$ cat src/rtl/axis_ram_sorter.sv
// Packet sorter: loads one AXI-stream packet into a register-array RAM, bubble-sorts it
// in place with early exit on a swap-free pass, then streams the sorted words out.
module axis_ram_sorter #(
    parameter int WIDTH   = 16,
    parameter int ADDRESS = 4,
    parameter bit SIGNED  = 1'b0
) (
    input  logic             clk,
    input  logic             reset,
    input  logic             tvalid,
    output logic             tready,
    input  logic             tlast,
    input  logic [WIDTH-1:0] tdata,
    input  logic             desc,
    output logic             ovalid,
    input  logic             oready,
    output logic             olast,
    output logic [WIDTH-1:0] odata,
    output logic             busy,
    output logic             overflow
);
    // state | meaning
    // LOAD  | accepting input beats into ram[wr]
    // SORT  | one compare-and-swap of ram[idx], ram[idx+1] per cycle
    // DRAIN | streaming ram[rd] until the olast beat is accepted
    localparam int DEPTH = 2 ** ADDRESS;

    typedef logic [ADDRESS:0] cnt_t;
    localparam cnt_t LAST_ADDR = cnt_t'(DEPTH - 1);
    localparam cnt_t ONE       = cnt_t'(1);
    localparam cnt_t TWO       = cnt_t'(2);

    typedef enum logic [1:0] {LOAD, SORT, DRAIN} state_t;
    state_t state, state_nxt;

    logic [WIDTH-1:0] ram [DEPTH];
    cnt_t             wr, rd, length, idx, pass;
    logic             dir, swapped;

    logic               load_beat, drain_ack, rd_last;
    logic               pass_end, sort_done, do_swap, gt, lt;
    logic [ADDRESS-1:0] addr_a, addr_b;
    logic [WIDTH-1:0]   word_a, word_b;

    assign load_beat = (state == LOAD) && tvalid && !reset;
    assign drain_ack = (state == DRAIN) && oready;
    assign rd_last   = (rd == length - ONE);
    assign addr_a    = idx[ADDRESS-1:0];
    assign addr_b    = addr_a + ADDRESS'(1);
    assign word_a    = ram[addr_a];
    assign word_b    = ram[addr_b];

    always_comb begin
        if (SIGNED) begin
            gt = $signed(word_a) > $signed(word_b);
            lt = $signed(word_a) < $signed(word_b);
        end else begin
            gt = word_a > word_b;
            lt = word_a < word_b;
        end
    end

    // A single-word packet needs no compare, so it leaves SORT after one cycle.
    assign do_swap   = (state == SORT) && (length != ONE) && (dir ? lt : gt);
    assign pass_end  = (idx == length - TWO);
    assign sort_done = (length == ONE) ||
                       (pass_end && (!(swapped || do_swap) || pass == length - TWO));

    always_ff @(posedge clk) begin
        if (reset) state <= LOAD;
        else       state <= state_nxt;
    end

    always_comb begin
        state_nxt = state;
        tready    = 1'b0;
        ovalid    = 1'b0;
        olast     = 1'b0;
        odata     = '0;
        busy      = 1'b0;
        overflow  = 1'b0;
        case (state)
            LOAD: begin
                tready = !reset;
                if (load_beat) begin
                    if (tlast) begin
                        state_nxt = SORT;
                    end else if (wr == LAST_ADDR) begin
                        state_nxt = SORT;
                        overflow  = 1'b1;
                    end
                end
            end
            SORT: begin
                busy = 1'b1;
                if (sort_done) state_nxt = DRAIN;
            end
            DRAIN: begin
                busy   = 1'b1;
                ovalid = 1'b1;
                odata  = ram[rd[ADDRESS-1:0]];
                olast  = rd_last;
                if (drain_ack && rd_last) state_nxt = LOAD;
            end
            default: state_nxt = LOAD;
        endcase
    end

    always_ff @(posedge clk) begin
        if (reset) begin
            wr      <= '0;
            rd      <= '0;
            length  <= '0;
            idx     <= '0;
            pass    <= '0;
            dir     <= 1'b0;
            swapped <= 1'b0;
        end else begin
            case (state)
                LOAD: begin
                    if (load_beat) begin
                        wr <= wr + ONE;
                        if (tlast || wr == LAST_ADDR) begin
                            length  <= wr + ONE;
                            dir     <= desc;
                            idx     <= '0;
                            pass    <= '0;
                            swapped <= 1'b0;
                        end
                    end
                end
                SORT: begin
                    if (!sort_done) begin
                        if (pass_end) begin
                            idx     <= '0;
                            pass    <= pass + ONE;
                            swapped <= 1'b0;
                        end else begin
                            idx     <= idx + ONE;
                            swapped <= swapped || do_swap;
                        end
                    end
                end
                DRAIN: begin
                    if (drain_ack) begin
                        if (rd_last) begin
                            wr     <= '0;
                            rd     <= '0;
                            length <= '0;
                        end else begin
                            rd <= rd + ONE;
                        end
                    end
                end
                default: ;
            endcase
        end
    end

    // RAM is deliberately not reset; words beyond length are never read out.
    always_ff @(posedge clk) begin
        if (load_beat) begin
            ram[wr[ADDRESS-1:0]] <= tdata;
        end else if (do_swap) begin
            ram[addr_a] <= word_b;
            ram[addr_b] <= word_a;
        end
    end
endmodule

$ cat config.mk
export PLATFORM = sky130hd
export DESIGN_NAME = axis_ram_sorter
export DESIGN_NICKNAME = d
export VERILOG_FILES = /design/src/rtl/axis_ram_sorter.sv
export SDC_FILE = /design/constraint.sdc
export NUM_CORES = 1
export LEC_CHECK = 0
export BUFFER_PORTS_ARGS = -buffer_cell sky130_fd_sc_hd__buf_2
export CORE_MARGIN = 2
export CORE_UTILIZATION = 55
export DETAILED_ROUTE_END_ITERATION = 6
export MAX_ROUTING_LAYER = met4
export PLACE_DENSITY = 0.85
export SLEW_MARGIN = 20
export SYNTH_ARGS = -nofsm -noshare
export SYNTH_HDL_FRONTEND = slang
export SYNTH_SLANG_ARGS = --single-unit
$ cat constraint.sdc
create_clock -name clk -period 7 [get_ports clk]
set_clock_uncertainty 0.2 [all_clocks]
set_input_delay 0.7 -clock clk [delete_from_list [all_inputs] [get_ports clk]]
set_output_delay 0.7 -clock clk [all_outputs]
set_load 0.02 [all_outputs]
==> results.toml, run 1 <==
[sta]
layout_setup_ws_ns = 0.477
period_needed_ns = 6.52
fmax_mhz = 153
drv_slew = 0
rsz0062_at_grt = "false"
hold_viol = 0
finalSetupViolCount = 0
period_share_pct = 93.2
finalSetupTns_ns = 0
relSlewSlack_pct = 23.7
tightest_slew_ns = 1.14

[yosys]
yosysTopAreaCellShare_pct = 38.1
ys_top_cells_by_area = "edfxtp_1 (38%), mux4_2 (25%), mux2i_1 (14%), dfxtp_1 (3.7%), ha_1 (2.0%)"
synthCells = 1354
synth_top_area_cell = "edfxtp_1"
ys_types = 66
synth_edf_count = 256
syn_nets = 1408
syn_area_sq_um = 20200
syn_area_per_cell_sq_um = 14.9
seq_area_frac_synth_pct = 41.7
yosys_warnings = 0
synthFlopType = "edfxtp_1"
ys_ff_latch = 293
ys_async_sr_fraction_pct = 0

[power_and_ir_drop]
power_density_nw_per_um2 = 286
leakagePower_nw = 6.63
ir_drop_mv = 0.155

[worst_setup_path]
crit_type = "register to register"
arrival_ns = 6.56
worst_setup_path_start_kind = "register"
path_max_fanout = 18
worstPathRequired_ns = 7.04
crit_path_end_kind = "register"

[grt]
grt_max_degree = 38
antenna_found_initial = 2
grt_pass1_wl_microns = 87200
grt.total_usage_pct = 32.2
gr-total-overflow = 0
grt_pass1_vias = 13600

[routing]
avgRoutedWirePerCell_microns = 32.0
drt-pass1-iter-count = 5
wl_microns = 59400
drc = 0
viasPerCell = 7.43
drtIter0Drc = 2184
antenna_left = 0
vias = 13800

[clock_tree]
ctsResizeCount = 0
cts_htree_levels = 2
path_clk_slew_ns = 0.06
cts_tree = "done"
cts_buffers = 34
clockBufferDepth = 3
clock-sinks = 293
cts_setup_buffers = 0
insertion_delay_ns = 0.53
clock-root-buffer = "clkbuf_16"
hold_buffers = 0

[floorplanning]
start_util_pct = 55.6
die_w_microns = 196
dieHeight_microns = 196
die_area_sq_um = 38300
design.core.area_sq_um = 36300
top_level_ports = 43
core.rowCount = 70

[placement]
pre_cts_ws_ns = 0.538
numPortBuffers = 42
dpl.hpwl_microns = 37200
gp_congestion = 0.972

[final_layout]
drive_gt1_share_pct = 34.1
area_growth_pct = 8.51
fin_nets = 1418
fill_cells = 2571

[hold_path]
hold_path_class = "input port to register"

[run_status]
status = "finished, final reports clean"

[run]
drv_cap = 0
-- critical path: stages (launching register included) --
cell	delay, ns
dfxtp_1	0.53
inv_1	0.21
ha_4	0.56
buf_4	0.42
mux4_2	0.55
mux4_2	0.54
inv_1	0.09
ha_1	0.26
a41oi_1	0.24
o21ai_0	0.23
a22o_1	0.29
o211a_4	0.30
nor4b_1	0.29
a41oi_1	0.19
o21bai_2	1.01
buf_4	0.29
-- power breakdown --
group / leakage [nW] / internal [W] / switching [W] / total [W]
clock network: 0.534 / 0.00104 / 0.000724 / 0.00176
logic: 3.48 / 0.000968 / 0.00130 / 0.00227
registers: 2.61 / 0.00213 / 0.0000929 / 0.00222
total: 6.63 / 0.00413 / 0.00212 / 0.00626
-- sequential cells by signal, summed over array words and instances (netlist names), named ones only --
name,cells
ram,256
idx,5
length,5
pass,5
rd,5
wr,5
state,2
dir,1
swapped,1
-- placed cells by master, fill, tap and decap left out, types with 8 or more instances in the layout --
master,netlist,routed
nand4_1,8,8
ha_1,32,31
edfxtp_1,256,256
and2_1,16,16
o21ai_1,16,16
o21bai_2,1,13
mux2i_1,280,280
xor2_1,13,13
inv_1,53,53
o21ai_0,16,16
buf_2,17,42
clkbuf_1,50,10
nand2_1,43,43
nor2_1,33,33
dfxtp_1,37,31
clkbuf_16,0,37
buf_4,32,70
mux2i_2,9,9
nor3_2,3,15
mux4_2,221,221
nor3_1,26,12
xnor2_1,11,8
a41oi_1,8,8
mux2_2,18,18
a21oi_1,19,19
-- per-stage QoR --
step           instances  hold WS (ns)  instance area (sq um)  power (W)  util [%]
2_1_floorplan       1354         0.237                  20200    0.00390         -
3_3_place_gp        1796         0.270                  20800    0.00438      57.2
3_5_place_dp        1796         0.293                  20800    0.00446      57.3
4_1_cts             1857         0.233                  21900    0.00621      60.2
5_1_grt             1859         0.256                  21900    0.00647      60.3
6_report            1859         0.235                  21900    0.00626      60.3
-- cell type report --
| type | count | area [sq um] | area share [%] |
|---|---|---|---|
| multi-input combinational | 867 | 10800 | 49.3 |
| clock inverter | 14 | 119 | 0.543 |
| sequential | 293 | 8440 | 38.5 |
| antenna | 2 | 5.00 | 0.0228 |
| inverter | 53 | 199 | 0.908 |
| timing repair buffer | 115 | 796 | 3.63 |
| clock buffer | 47 | 963 | 4.40 |
| tap | 468 | 586 | 2.67 |
-- metal layers --
metal | track usage (%) | up-vias | wire [microns]
met4 | 17.4 | 0 | 3480
met2 | 47.5 | 1112 | 27400
met5 | - | - | 0
li1 | - | 5472 | -
met1 | 41.3 | 6997 | 21000
met3 | 8.05 | 229 | 7530
-- worst paths after layout --
| path | from | end | slack [ns] | cells after the start |
|---|---|---|---|---|
| worst min-delay path | desc | dir | 0.24 | 3 |
| worst min register to register | swapped | swapped | 0.31 | 2 |
| worst max-delay path | idx[1] | ram[5][10] | 0.48 | 15 |
| worst max register to register | idx[1] | ram[5][10] | 0.48 | 15 |
-- synth_stat cells, types with 17 or more instances --
library cell / n
mux2i_1: 280
a21oi_1: 19
inv_1: 53
edfxtp_1: 256
nor3_1: 26
o21bai_1: 17
buf_2: 17
clkbuf_1: 50
mux4_2: 221
ha_1: 32
dfxtp_1: 37
mux2_2: 18
nor2_1: 33
buf_4: 32
nand2_1: 43
-- logic make-up (layout without fill, tap and decap cells) --
family,Yosys count,in the layout,share of synthesized area (%)
fa+ha+maj,32,32,1.98
flops,293,293,41.7
simple gates,165,165,4.37
xor+xnor,26,26,1.26
compound gates,106,106,3.52
buf+inv,194,229,5.81
mux,538,538,41.3
other cells,0,2,0
No activity file was read; power rests on OpenSTA's default activity.
==> run 2: changes to the inputs <==
==> constraint.sdc (replaced) <==
create_clock -name clk -period 7 [get_ports clk]
set_clock_uncertainty 0.2 [all_clocks]
set_input_delay 0.7 -clock clk [delete_from_list [all_inputs] [get_ports clk]]
set_output_delay 0.7 -clock clk [all_outputs]
set_load 0.05 [all_outputs]
==> run 2 against run 1 <==
- the flow now finishes with violations (DRC)
- worst hold slack worse by 0.016 ns
- sequential power is essentially flat
- clock power rose by 2%
- cell count decreased by 0.11%
- core utilization is 0.055 points higher
- wire length up 1.9%
- sequential share of layout area barely moved
- die area unchanged
- cell area is essentially flat
- critical path type unchanged
==> results.toml, run 2 (synthesis gave the netlist of run 1 again) <==
[clock_tree]
clockBufferDepth = 3
path_clk_slew_ns = 0.06
ctsResizeCount = 0
hold_buffers = 0
cts_buffers = 34
clock-root-buffer = "clkbuf_16"
cts_tree = "done"
cts_setup_buffers = 0
clock-sinks = 293
insertion_delay_ns = 0.53
cts_htree_levels = 2

[grt]
antenna_found_initial = 0
grt_pass1_wl_microns = 89900
grt_max_degree = 39
grt_pass1_vias = 14000
grt.total_usage_pct = 33.2
gr-total-overflow = 0

[final_layout]
area_growth_pct = 8.61
largest_reg_flops = 256
final_cell_mix = "mux2i_1 (280), edfxtp_1 (256), mux4_2 (221), buf_4 (70), inv_1 (53)"
top_register = "ram"
multi_input_area_sq_um = 10800
layout_commonest_cell = "mux2i_1"
stdcell_area_sq_um = 21900
n_antenna_cell = 0
drive_gt1_share_pct = 34.2
fin_nets = 1418
fill_cells = 2549
seq_area_sq_um = 8440

[sta]
fmax_mhz = 156
period_share_pct = 91.7
rsz0062_at_grt = "false"
relSlewSlack_pct = 29.0
hold_viol = 0
holdWs_ns = 0.219
finalSetupViolCount = 0
drv_slew = 0
period_needed_ns = 6.42
finalSetupTns_ns = 0
tightest_slew_ns = 1.07

[hold_path]
hold_path_class = "input port to register"

[run_status]
failed_checks = "DRC"
status = "complete, but fails checks"

[floorplanning]
die_w_microns = 196
core.rowCount = 70
top_level_ports = 43
die_area_sq_um = 38300
dieHeight_microns = 196
design.core.area_sq_um = 36300
start_util_pct = 55.6

[routing]
antenna_left = 0
drtIter0Drc = 2189
drt-pass1-iter-count = 7
viasPerCell = 7.50
wl_microns = 60600
drc = 11
vias = 13900
avgRoutedWirePerCell_microns = 32.6

[worst_setup_path]
arrival_ns = 6.40
crit_path_end_kind = "register"
critPathSlowestCell = "mux4_2"
worstPathRequired_ns = 6.98
cpPeakStageDelay_ns = 0.57
path_max_fanout = 32
worst_setup_path_start_kind = "register"
cpMostUsedCell = "buf_4"
crit_type = "register to register"
crit_chain = "inv_1 -> ha_4 -> buf_4 -> mux4_2 -> mux4_2 -> inv_1 -> ha_1 -> a41oi_1 -> o21ai_0 -> a22o_1 -> nor3_2 -> nor2_8 -> buf_12 -> nor3_2 -> buf_4 -> o21bai_2 -> buf_4"

[power_and_ir_drop]
leakagePower_nw = 6.64
ir_drop_mv = 0.182
power_density_nw_per_um2 = 289

[placement]
dpl.hpwl_microns = 37800
gp_congestion = 0.970
numPortBuffers = 42
placed_cell_area_sq_um = 20800

[run]
drv_cap = 0
run 2: metal layers:
| layer | global-route usage [%] | part of all wire [%] | vias to the layer above | wire (microns) |
|---|---|---|---|---|
| li1 | - | - | 5466 | - |
| met2 | 49.9 | 47 | 1167 | 28200 |
| met4 | 17.2 | 5.8 | 0 | 3510 |
| met5 | - | 0 | - | 0 |
| met1 | 42.0 | 35 | 7059 | 21200 |
| met3 | 8.34 | 13 | 234 | 7650 |
run 2: worst max-delay path, delay by kind of cell (launching register included):
kind	cells	cell delay, ns
DFF	1	0.52
and+or+nand+nor	3	0.70
buffers and inverters	6	1.77
AOI/OAI and AO/OA	4	0.96
muxes	2	1.11
adders and majority gates	2	0.81
run 2: final timing paths:
path	from	to	slack, ns	cells after the start
max	idx[1]	ram[3][3]	0.58	17
min	desc	dir	0.22	3
max reg2reg	idx[1]	ram[3][3]	0.58	17
min reg2reg	state[0]	state[0]	0.31	2
run 2: final cells by class:
type,instances,share of cell area [%]
tap,468,2.67
inverter,53,0.907
timing repair buffer,115,3.63
multi-input combinational,867,49.2
sequential,293,38.5
clock inverter,11,0.468
clock buffer,50,4.58
run 2: through the flow:
stage	power, W	worst slack (ns)	instances	util [%]
2_1_floorplan	0.00394	0.459	1354	-
3_3_place_gp	0.00442	0.748	1796	57.2
3_5_place_dp	0.00449	0.719	1796	57.3
4_1_cts	0.00628	0.683	1857	60.3
5_1_grt	0.00655	0.371	1857	60.3
6_report	0.00634	0.580	1857	60.3
run 2: power breakdown:
part           internal [W]  switching, W  total (W)
logic              0.000968       0.00135    0.00232
clock network       0.00107      0.000731    0.00180
registers           0.00213     0.0000965    0.00222
